--- config.mk ---
export PLATFORM = sky130hd
export DESIGN_NAME = uart_rx_fsm
export DESIGN_NICKNAME = d
export VERILOG_FILES = /design/src/rtl/uart_rx_pkg.sv /design/src/rtl/uart_rx_fsm_edge_bit_counter.sv /design/src/rtl/uart_rx_fsm.sv
export SDC_FILE = /design/constraint.sdc
export NUM_CORES = 1
export LEC_CHECK = 0
export CAP_MARGIN = 0
export CELL_PAD_IN_SITES_DETAIL_PLACEMENT = 1
export CELL_PAD_IN_SITES_GLOBAL_PLACEMENT = 2
export CORE_MARGIN = 1
export CORE_UTILIZATION = 27
export CTS_CLUSTER_SIZE = 16
export DETAILED_ROUTE_END_ITERATION = 7
export PLACE_DENSITY_LB_ADDON = 0.1
export SETUP_SLACK_MARGIN = 0.15
export SKIP_CTS_REPAIR_TIMING = 1
export SLEW_MARGIN = 20
export SYNTH_ARGS = -nofsm -noshare
export SYNTH_HDL_FRONTEND = slang
export SYNTH_SLANG_ARGS = --single-unit
--- constraint.sdc ---
create_clock -name CLK -period 2 [get_ports CLK]
set_input_delay 0.2 -clock CLK [delete_from_list [all_inputs] [get_ports CLK]]
set_output_delay 0.2 -clock CLK [all_outputs]
set_load 0.02 [all_outputs]
--- src/rtl/uart_rx_pkg.sv ---
// Shared constants for the UART receiver control slice: default widths,
// the legal oversampling ratios and the FSM state encoding.
package uart_rx_pkg;

  localparam int DATA_WIDTH_DEF = 8;
  localparam int PRESC_W_DEF    = 6;
  localparam int BIT_W_DEF      = 4;

  // Oversampling ratios the sampler and counters are built for.
  typedef enum int {
    PRESC_X8  = 8,
    PRESC_X16 = 16,
    PRESC_X32 = 32
  } presc_e;

  typedef logic [2:0] rx_state_t;

  localparam rx_state_t ST_IDLE   = 3'd0;
  localparam rx_state_t ST_START  = 3'd1;
  localparam rx_state_t ST_DATA   = 3'd2;
  localparam rx_state_t ST_PARITY = 3'd3;
  localparam rx_state_t ST_STOP   = 3'd4;
  localparam rx_state_t ST_CHECK  = 3'd5;
  localparam rx_state_t ST_DONE   = 3'd6;

endpackage

--- src/rtl/uart_rx_fsm_edge_bit_counter.sv ---
// Edge-within-bit and bit-within-frame counters for the UART receiver.
// Priority: clear, then bit_clear_keep_edge, then enable.
module edge_bit_counter
  import uart_rx_pkg::*;
#(
  parameter int PRESC_W = PRESC_W_DEF,
  parameter int BIT_W   = BIT_W_DEF
) (
  input  logic               clk_sys,
  input  logic               rst_b,
  input  logic [PRESC_W-1:0] prescale,
  input  logic               enable,
  input  logic               clear,
  input  logic               bit_clear_keep_edge,
  output logic [PRESC_W-1:0] edge_cnt,
  output logic [BIT_W-1:0]   bit_cnt,
  output logic               edge_last
);

  logic [PRESC_W-1:0] edge_cnt_q, edge_cnt_d, edge_nxt;
  logic [BIT_W-1:0]   bit_cnt_q, bit_cnt_d;

  // Compare against the live prescale value; it is static while a frame runs.
  assign edge_last = (edge_cnt_q == prescale - PRESC_W'(1));
  assign edge_nxt  = edge_last ? '0 : edge_cnt_q + PRESC_W'(1);

  // Next-count selection; keep-edge restarts the bit index for a back-to-back start bit.
  always_comb begin
    edge_cnt_d = edge_cnt_q;
    bit_cnt_d  = bit_cnt_q;
    if (clear) begin
      edge_cnt_d = '0;
      bit_cnt_d  = '0;
    end else if (bit_clear_keep_edge) begin
      edge_cnt_d = edge_nxt;
      bit_cnt_d  = '0;
    end else if (enable) begin
      edge_cnt_d = edge_nxt;
      if (edge_last) begin
        bit_cnt_d = bit_cnt_q + BIT_W'(1);
      end
    end
  end

  // Counter registers.
  always_ff @(posedge clk_sys or negedge rst_b) begin
    if (!rst_b) begin
      edge_cnt_q <= '0;
      bit_cnt_q  <= '0;
    end else begin
      edge_cnt_q <= edge_cnt_d;
      bit_cnt_q  <= bit_cnt_d;
    end
  end

  assign edge_cnt = edge_cnt_q;
  assign bit_cnt  = bit_cnt_q;

endmodule

--- src/rtl/uart_rx_fsm.sv ---
// UART receiver control stage: frame sequencing, counter control and the
// enables for the sampler, deserializer and start/parity/stop checkers.
//
// state  | meaning
// IDLE   | line idle, counters held at 0
// START  | start bit, start checker enabled
// DATA   | data bits 1..DATA_WIDTH, deserializer shifting
// PARITY | parity bit (only when parity latched on)
// STOP   | stop bit being sampled, not yet checked
// CHECK  | one cycle, stop/parity checkers evaluate
// DONE   | one cycle, data_valid decided, back-to-back start accepted
module uart_rx_fsm
  import uart_rx_pkg::*;
#(
  parameter int DATA_WIDTH = DATA_WIDTH_DEF,
  parameter int PRESC_W    = PRESC_W_DEF,
  parameter int BIT_W      = BIT_W_DEF
) (
  input  logic               CLK,
  input  logic               RST,
  input  logic               RX_IN,
  input  logic [PRESC_W-1:0] prescale,
  input  logic               PAR_EN,
  input  logic               strt_glitch,
  input  logic               par_err,
  input  logic               stp_err,
  output logic [PRESC_W-1:0] edge_cnt,
  output logic [BIT_W-1:0]   bit_cnt,
  output logic               dat_samp_en,
  output logic               deser_en,
  output logic               strt_chk_en,
  output logic               par_chk_en,
  output logic               stp_chk_en,
  output logic               data_valid,
  output logic               busy
);

  rx_state_t state_q, state_d;
  logic      par_en_q, par_en_d;
  logic      edge_last;
  logic      cnt_en, cnt_clr, cnt_keep;

  // Next-state logic; parity enable is captured only when a frame starts from idle.
  always_comb begin
    state_d  = state_q;
    par_en_d = par_en_q;
    case (state_q)
      ST_IDLE: begin
        if (!RX_IN) begin
          state_d  = ST_START;
          par_en_d = PAR_EN;
        end
      end
      ST_START: begin
        if (edge_last) begin
          state_d = strt_glitch ? ST_IDLE : ST_DATA;
        end
      end
      ST_DATA: begin
        if (edge_last && (bit_cnt == BIT_W'(DATA_WIDTH))) begin
          state_d = par_en_q ? ST_PARITY : ST_STOP;
        end
      end
      ST_PARITY: begin
        if (edge_last) begin
          state_d = ST_STOP;
        end
      end
      ST_STOP: begin
        if (edge_last) begin
          state_d = ST_CHECK;
        end
      end
      ST_CHECK: state_d = ST_DONE;
      ST_DONE:  state_d = RX_IN ? ST_IDLE : ST_START;
      default:  state_d = ST_IDLE;
    endcase
  end

  // State and latched parity enable.
  always_ff @(posedge CLK or negedge RST) begin
    if (!RST) begin
      state_q  <= ST_IDLE;
      par_en_q <= 1'b0;
    end else begin
      state_q  <= state_d;
      par_en_q <= par_en_d;
    end
  end

  // A back-to-back start bit began in CHECK, so its edge count carries on.
  assign cnt_clr  = (state_d == ST_IDLE);
  assign cnt_keep = (state_q == ST_DONE) && (state_d == ST_START);
  assign cnt_en   = (state_q != ST_IDLE);

  edge_bit_counter #(
    .PRESC_W (PRESC_W),
    .BIT_W   (BIT_W)
  ) u_cnt (
    .clk_sys             (CLK),
    .rst_b               (RST),
    .prescale            (prescale),
    .enable              (cnt_en),
    .clear               (cnt_clr),
    .bit_clear_keep_edge (cnt_keep),
    .edge_cnt            (edge_cnt),
    .bit_cnt             (bit_cnt),
    .edge_last           (edge_last)
  );

  // Sampler stays on through CHECK/DONE so a back-to-back start bit is caught mid-bit.
  assign busy        = (state_q != ST_IDLE);
  assign dat_samp_en = busy;
  assign strt_chk_en = (state_q == ST_START);
  assign deser_en    = (state_q == ST_DATA);
  assign stp_chk_en  = (state_q == ST_CHECK);
  assign par_chk_en  = (state_q == ST_CHECK) && par_en_q;
  assign data_valid  = (state_q == ST_DONE) && !stp_err && !(par_en_q && par_err);

endmodule

## Word level (Yosys, flattened, before mapping)

Index checks and enable logic that the tools add are counted.

- Flip-flop bits (word level): 14
- Input port bits: 13

- Reduce and logical (&&, ||, !) cells: 15
- $add $sub $neg: 3
- Bitwise logic cells: 1
- Mux-type cells: 17
- Eq/ne operators: 9

Operators by type and width:

| operator | number |
|---|---|
| 6-bit 2-to-1 mux | 4 |
| 3-bit case mux with 7 select lines | 1 |
| 3-bit 2-to-1 mux | 6 |
| 4-bit 2-to-1 mux | 4 |
| 3-bit equality test, second input constant | 3 |
| 3-bit nonzero test | 3 |
| 6-bit by 1-bit adder with 6-bit output, second input constant | 1 |
| 3-bit by 1-bit equality test with 1-bit output, second input constant | 2 |
| 3-bit by 2-bit equality test with 1-bit output, second input constant | 2 |
| 6-bit equality test | 1 |
| 1-bit logical AND | 6 |
| 3-bit zero test | 2 |
| 6-bit by 1-bit subtractor with 6-bit output, second input constant | 1 |
| 4-bit by 1-bit adder with 4-bit output, second input constant | 1 |
| 4-bit equality test, second input constant | 1 |
| 2-bit AND reduction | 2 |
| 1-bit zero test | 2 |
| 2-bit 2-to-1 mux | 1 |
| 1-bit 2-to-1 mux | 1 |
| 1-bit NOT | 1 |

## Depth between registers and ports, before layout

- Depth in word-level cells: 9
- Mapped depth: 9
- Depth with buffers taken out: 8

## Hierarchy

Synthesis repeated with hierarchy kept, for this count alone.

- Cell total of the unflattened synthesis: 128
- Area total of the unflattened synthesis: 1141.1 um^2

Modules (own cells, without submodules):

| module | sequential area each (um^2) | times used | cells an instance | area each (um^2) |
|---|---|---|---|---|
| edge_bit_counter | 250.2 | 1 | 88 | 790.8 |
| uart_rx_fsm | 100.1 | 1 | 40 | 350.3 |

## Least setup slack after synthesis

No wires, ideal clock.

- Kind: flip-flop to output port
- Start: reg state_q[1]
- End: out data_valid
- Required time: 1.800 ns
- Setup slack: 0.020 ns
- Path buffers: 1
- Data arrival time: 1.780 ns
- Cell stages (with the launch flop): 4
- Path through: dfrtp_1 > buf_2 > nand2_1 > a2111oi_0

- Word-level cells in the longest chain between the ends: 3

RTL lines:

| what | RTL line | source |
|---|---|---|
| start, declared | uart_rx_fsm.sv:38 | `rx_state_t state_q, state_d;` |
| start signal, assigned | uart_rx_fsm.sv:86 | `state_q <= state_d;` |
| 3-bit equality test | uart_rx_fsm.sv:118 | `assign data_valid = (state_q == ST_DONE) && !stp_err && !(par_en_q && par_err);` |
| 1-bit logical AND (2 in a row) | uart_rx_fsm.sv:118 |  |
| end, declared | uart_rx_fsm.sv:34 | `output logic data_valid,` |

Every way passes these cells.

## Worst setup path after layout

- Start: in prescale[4]
- End: reg state_q[0]

- Word-level cells in the longest chain between the ends: 5
- Elaborated cells on any way between the ends: 8
- Those cells by class: add/sub (1); eq/ne (1); mux (5); reduce/logical (1)

RTL lines:

| what | RTL line | source |
|---|---|---|
| start, declared | uart_rx_fsm.sv:22 | `input logic [PRESC_W-1:0] prescale,` |
| 6-bit by 1-bit subtractor with 6-bit output (*) | uart_rx_fsm_edge_bit_counter.sv:24 | `assign edge_last = (edge_cnt_q == prescale - PRESC_W'(1));` |
| 6-bit equality test (*) | uart_rx_fsm_edge_bit_counter.sv:24 |  |
| 1-bit logical AND | uart_rx_fsm.sv:60 | `if (edge_last && (bit_cnt == BIT_W'(DATA_WIDTH))) begin` |
| 3-bit 2-to-1 mux | uart_rx_fsm.sv:60 |  |
| 3-bit case mux with 7 select lines (*) | uart_rx_fsm.sv:47 | `case (state_q)` |
| net state_d[0] | uart_rx_fsm.sv:38 |  |

Mark *: on every way through the listed nets, which the timed path passes. The rest lies on a longest branch.
A chain may end at the register's enable or synchronous reset.

==> run summary <==
In the synthesized netlist, the number of instances is 122. The tools report the detailed placer's ending HPWL as 2260 um. Core footprint: 0.00369 mm^2. The flow ran to the end, and the final reports show no timing, DRC or antenna violations.

The row count was 22; the share of total power in sequential cells was 29.4%. Of the synthesized area, sequential elements account for 33.5%. CTS placed an instance of sky130_fd_sc_hd__clkbuf_8 at the clock tree root.

On the final layout, the worst clock skew is 0.00281 ns. The overall die width is 64.2 um. TritonCTS built the clock tree. The worst setup path is captured at a flip-flop. The clock passes through at most 2 buffers. The setup path with the least slack is of type input port to flip-flop. Counting every net in the synthesized netlist gives 139. The net switching share of the total power is 42.9%, and the number of distinct standard cells referenced by the synthesized netlist is 40. Measured along the y axis, the die boundary spans 64.2 um. The delay of the slowest cell on the worst path is 0.53 ns, and the via count of the first global-routing pass is 1074. The fraction of the core area covered by cells at the end of the flow is 44.3%, and the placed standard-cell area is 0.00148 mm^2. The number of port buffers works out to 29.

Averaged over all synthesized cells, the footprint is 8.57 um^2. Following the worst setup path forward leads to its endpoint at state_q[0]$_DFF_PN0_. Once the floorplan was initialized, standard cells occupied 28.4% of the core.

For this design the ratio of total power to cell area is 1170 mW/mm^2. Detail-routed via count per cell: 4.92. The worst setup path is launched from an input port.

For the iteration count of the initial detailed-routing pass, the log shows 2. Summed over its instances, the top area cell type makes up 33.5% of the synthesized netlist area. The number of cells on the worst reg-to-reg path works out to 6.

Across every metal layer, demand over resource in global routing totals 16.1%. For this block, the initial DRC count from the detailed router was 7. The worst register-to-register path ends at state_q[0]$_DFF_PN0_. Along the worst path, the maximum fanout reaches 7.

In this run the worst hold path is classified as input port to async pin. Counting the buffers created by CTS gives 3. The first-pass GRT wire length is 5070 um.

The clock network burns 14.6% of the power. At the pin with the least slew margin, the transition time is 0.395 ns. In this run the cell area of the synthesized design comes to 0.00105 mm^2. The count of nets left with antenna violations once routing finished came out at 0. Setup repair after global routing left no endpoint under its margin.

Summed over all cells, the static leakage comes to 0.000773 uW. The biggest area consumer among synthesized cells was sky130_fd_sc_hd__dfrtp_1. The total inserted antenna cells is 0. Internal power comes to 1100 uW. The cell with the largest stage delay on the worst path was sky130_fd_sc_hd__clkdlybuf4s50_1. In the final layout, the share of cells above drive strength 1 is 22.4%. Routability-driven placement finished with a final weighted congestion of 0.761. Entering global routing, the biggest net connects 15 pins.

The logs give 0 for the count of final hold-check violations and 0 for the remaining design rule violation count. Total of max-cap violations: 0. Once layout is done, the placed cells without fillers occupy 0.00164 mm^2.

Of the total power, combinational logic draws 56.0%. After detailed routing, the average wire length per cell comes to 14.3 um. The worst register-to-register path begins at u_cnt.edge_cnt[2]$_DFFE_PN0P_. Counting every sink on the clock net gives 14. The total grt overflow was 0; the number of synthesis warnings was 0. The routed wire length was 3050 um. The die covers 0.00413 mm^2. Data on the critical path is required at its endpoint by 2.14 ns. The critical path goes through clkdlybuf4s50_1 -> xor2_2 -> nor2_1 -> o311ai_4 -> nand4b_4 -> buf_6 -> mux2i_2 -> a31o_1.

The number of nets in the layout is 183. The tools report the normalized max-slew margin as 73.4%. The number of H-tree levels was 1; the reported net switching power was 822 uW. Setup slack on the worst reg-to-reg path comes out at 0.22 ns. The detailed router placed 1048 vias in this run. The max-slew violation total from the final report is 0, and the CTS clock-pin slew for the worst setup and hold paths is 0.06 ns.

Clock latency on the worst-skew pair, taken at its later pin, is 0.25 ns. Setup violations remaining at the end of the flow were counted as 0. Static timing analysis puts the maximum clock frequency at 0.559 GHz.

The critical path starts at prescale[4]. Initial antenna violation count: 0. The minimum clock period after layout was 1.79 ns. In the post-synthesis netlist, the biggest area contributors are sky130_fd_sc_hd__dfrtp_1, sky130_fd_sc_hd__ha_1, sky130_fd_sc_hd__nand2_1, sky130_fd_sc_hd__nor2_1, sky130_fd_sc_hd__xnor2_1. The number of storage elements in the synthesis netlist is 14, and the data arrival time at the worst-slack endpoint is 1.92 ns. In this run the count of I/O pins placed on the die edge is 30.

From synthesis to final layout, the design area changed by 56.3%. In the finished design, the share of the clock period the worst path needs comes to 89.4%. Maximum resistive drop on vdd: 0.000674 V.
[power groups by stage]
stage | clock network, uW | logic (uW) | registers (uW)
final | 280 | 1070 | 564
after CTS | 293 | 1020 | 558
after global placement | 0 | 1000 | 557
after floorplan | 0 | 558 | 575
after detailed placement | 0 | 1010 | 561
after global routing | 306 | 1180 | 589
[synthesized netlist by cell type (all sizes together)]
cell / number
o31ai: 1
xnor2: 4
and2: 1
a31oi: 4
o211ai: 2
o2bb2ai: 3
a22oi: 1
nand4b: 1
a21oi: 3
nor4: 1
or2: 2
o22ai: 2
buf: 4
nand2b: 2
nor2b: 2
o21ai: 6
clkbuf: 2
nand3b: 2
ha: 4
and3: 1
o311ai: 1
o21bai: 2
a2111oi: 1
inv: 9
mux2i: 3
dfrtp: 14
nor3: 6
xor2: 4
nor2: 12
nand3: 3
nand2: 13
nor3b: 2
a31o: 2
or3: 1
mux2: 1
[state kept, by name, summed over array words and instances (netlist names)]
name	flops
u_cnt.bit_cnt	4
u_cnt.edge_cnt	6
state_q	3
par_en_q	1
[cell type report]
class / count / area (um^2)
Sequential cell: 14 / 352
Timing Repair Buffer: 45 / 437
Tap cell: 48 / 60.1
Fill cell: 439 / 2050
Clock buffer: 4 / 55.1
Multi-Input combinational cell: 93 / 698
Inverter: 9 / 33.8
[layout by cell type (no fill, tap or decap), types with 4 or more instances in the layout]
cell type,n
sky130_fd_sc_hd__buf_4,15
sky130_fd_sc_hd__nor3_1,4
sky130_fd_sc_hd__clkbuf_8,4
sky130_fd_sc_hd__clkdlybuf4s50_1,20
sky130_fd_sc_hd__inv_1,9
sky130_fd_sc_hd__dfrtp_1,13
sky130_fd_sc_hd__dlymetal6s2s_1,9
sky130_fd_sc_hd__nand2_1,13
sky130_fd_sc_hd__nor2_1,12
sky130_fd_sc_hd__o21ai_1,4
[how the worst min path moves through the flow]
stage / from / to / slack [ns] / depth (start not counted)
detailed placement: RST / u_cnt.edge_cnt[2]$_DFFE_PN0P_ / 0.54 / 2
global placement: RST / u_cnt.edge_cnt[5]$_DFFE_PN0P_ / 0.54 / 2
global route: RST / u_cnt.edge_cnt[4]$_DFFE_PN0P_ / 0.29 / 2
floorplan: RST / par_en_q$_DFFE_PN0P_ / -0.1 / 0
CTS: RST / u_cnt.edge_cnt[4]$_DFFE_PN0P_ / 0.28 / 2
finish: RST / u_cnt.edge_cnt[2]$_DFFE_PN0P_ / 0.28 / 2
[cell families after synthesis]
family	Yosys count	share of synthesized area (%)
AO/OA/AOI/OAI	28	19.4
XOR/XNOR	8	6.70
adder cells (fa/ha/maj)	4	4.78
buffers and inverters	15	6.94
flip-flops	14	33.5
multiplexers	4	3.95
AND/OR/NAND/NOR	49	24.8
[per-stage QoR]
| stage | instances | total power [uW] | setup slack, ns | hold slack, ns | TNS, ns |
|---|---|---|---|---|---|
| floorplan | 122 | 1130 | 0.195 | -0.0956 | 0 |
| global placement | 209 | 1560 | -0.179 | 0.540 | -1.29 |
| detailed placement | 209 | 1570 | -0.223 | 0.542 | -2.00 |
| CTS | 213 | 1870 | -0.0976 | 0.281 | -0.203 |
| global route | 213 | 2080 | 0.102 | 0.291 | 0 |
| finish | 213 | 1920 | 0.212 | 0.276 | 0 |
[per-layer routing]
metal  vias up  GRT usage [%]  share of wire [%]
met5         -              0                  0
met4         0           6.67                1.4
met3         5           3.75                3.1
met2        16           23.9                 46
met1       512           22.1                 49
li1        515              -                  -
[critical path, delay by kind of cell]
kind                      cells  cell delay [ns]
xor gates and xnor gates      1             0.18
buffers and inverters         2             0.69
and+or+nand+nor               2             0.25
muxes                         1             0.14
AOI/OAI and AO/OA             2             0.46
No activity file was read; power rests on OpenSTA's default activity.
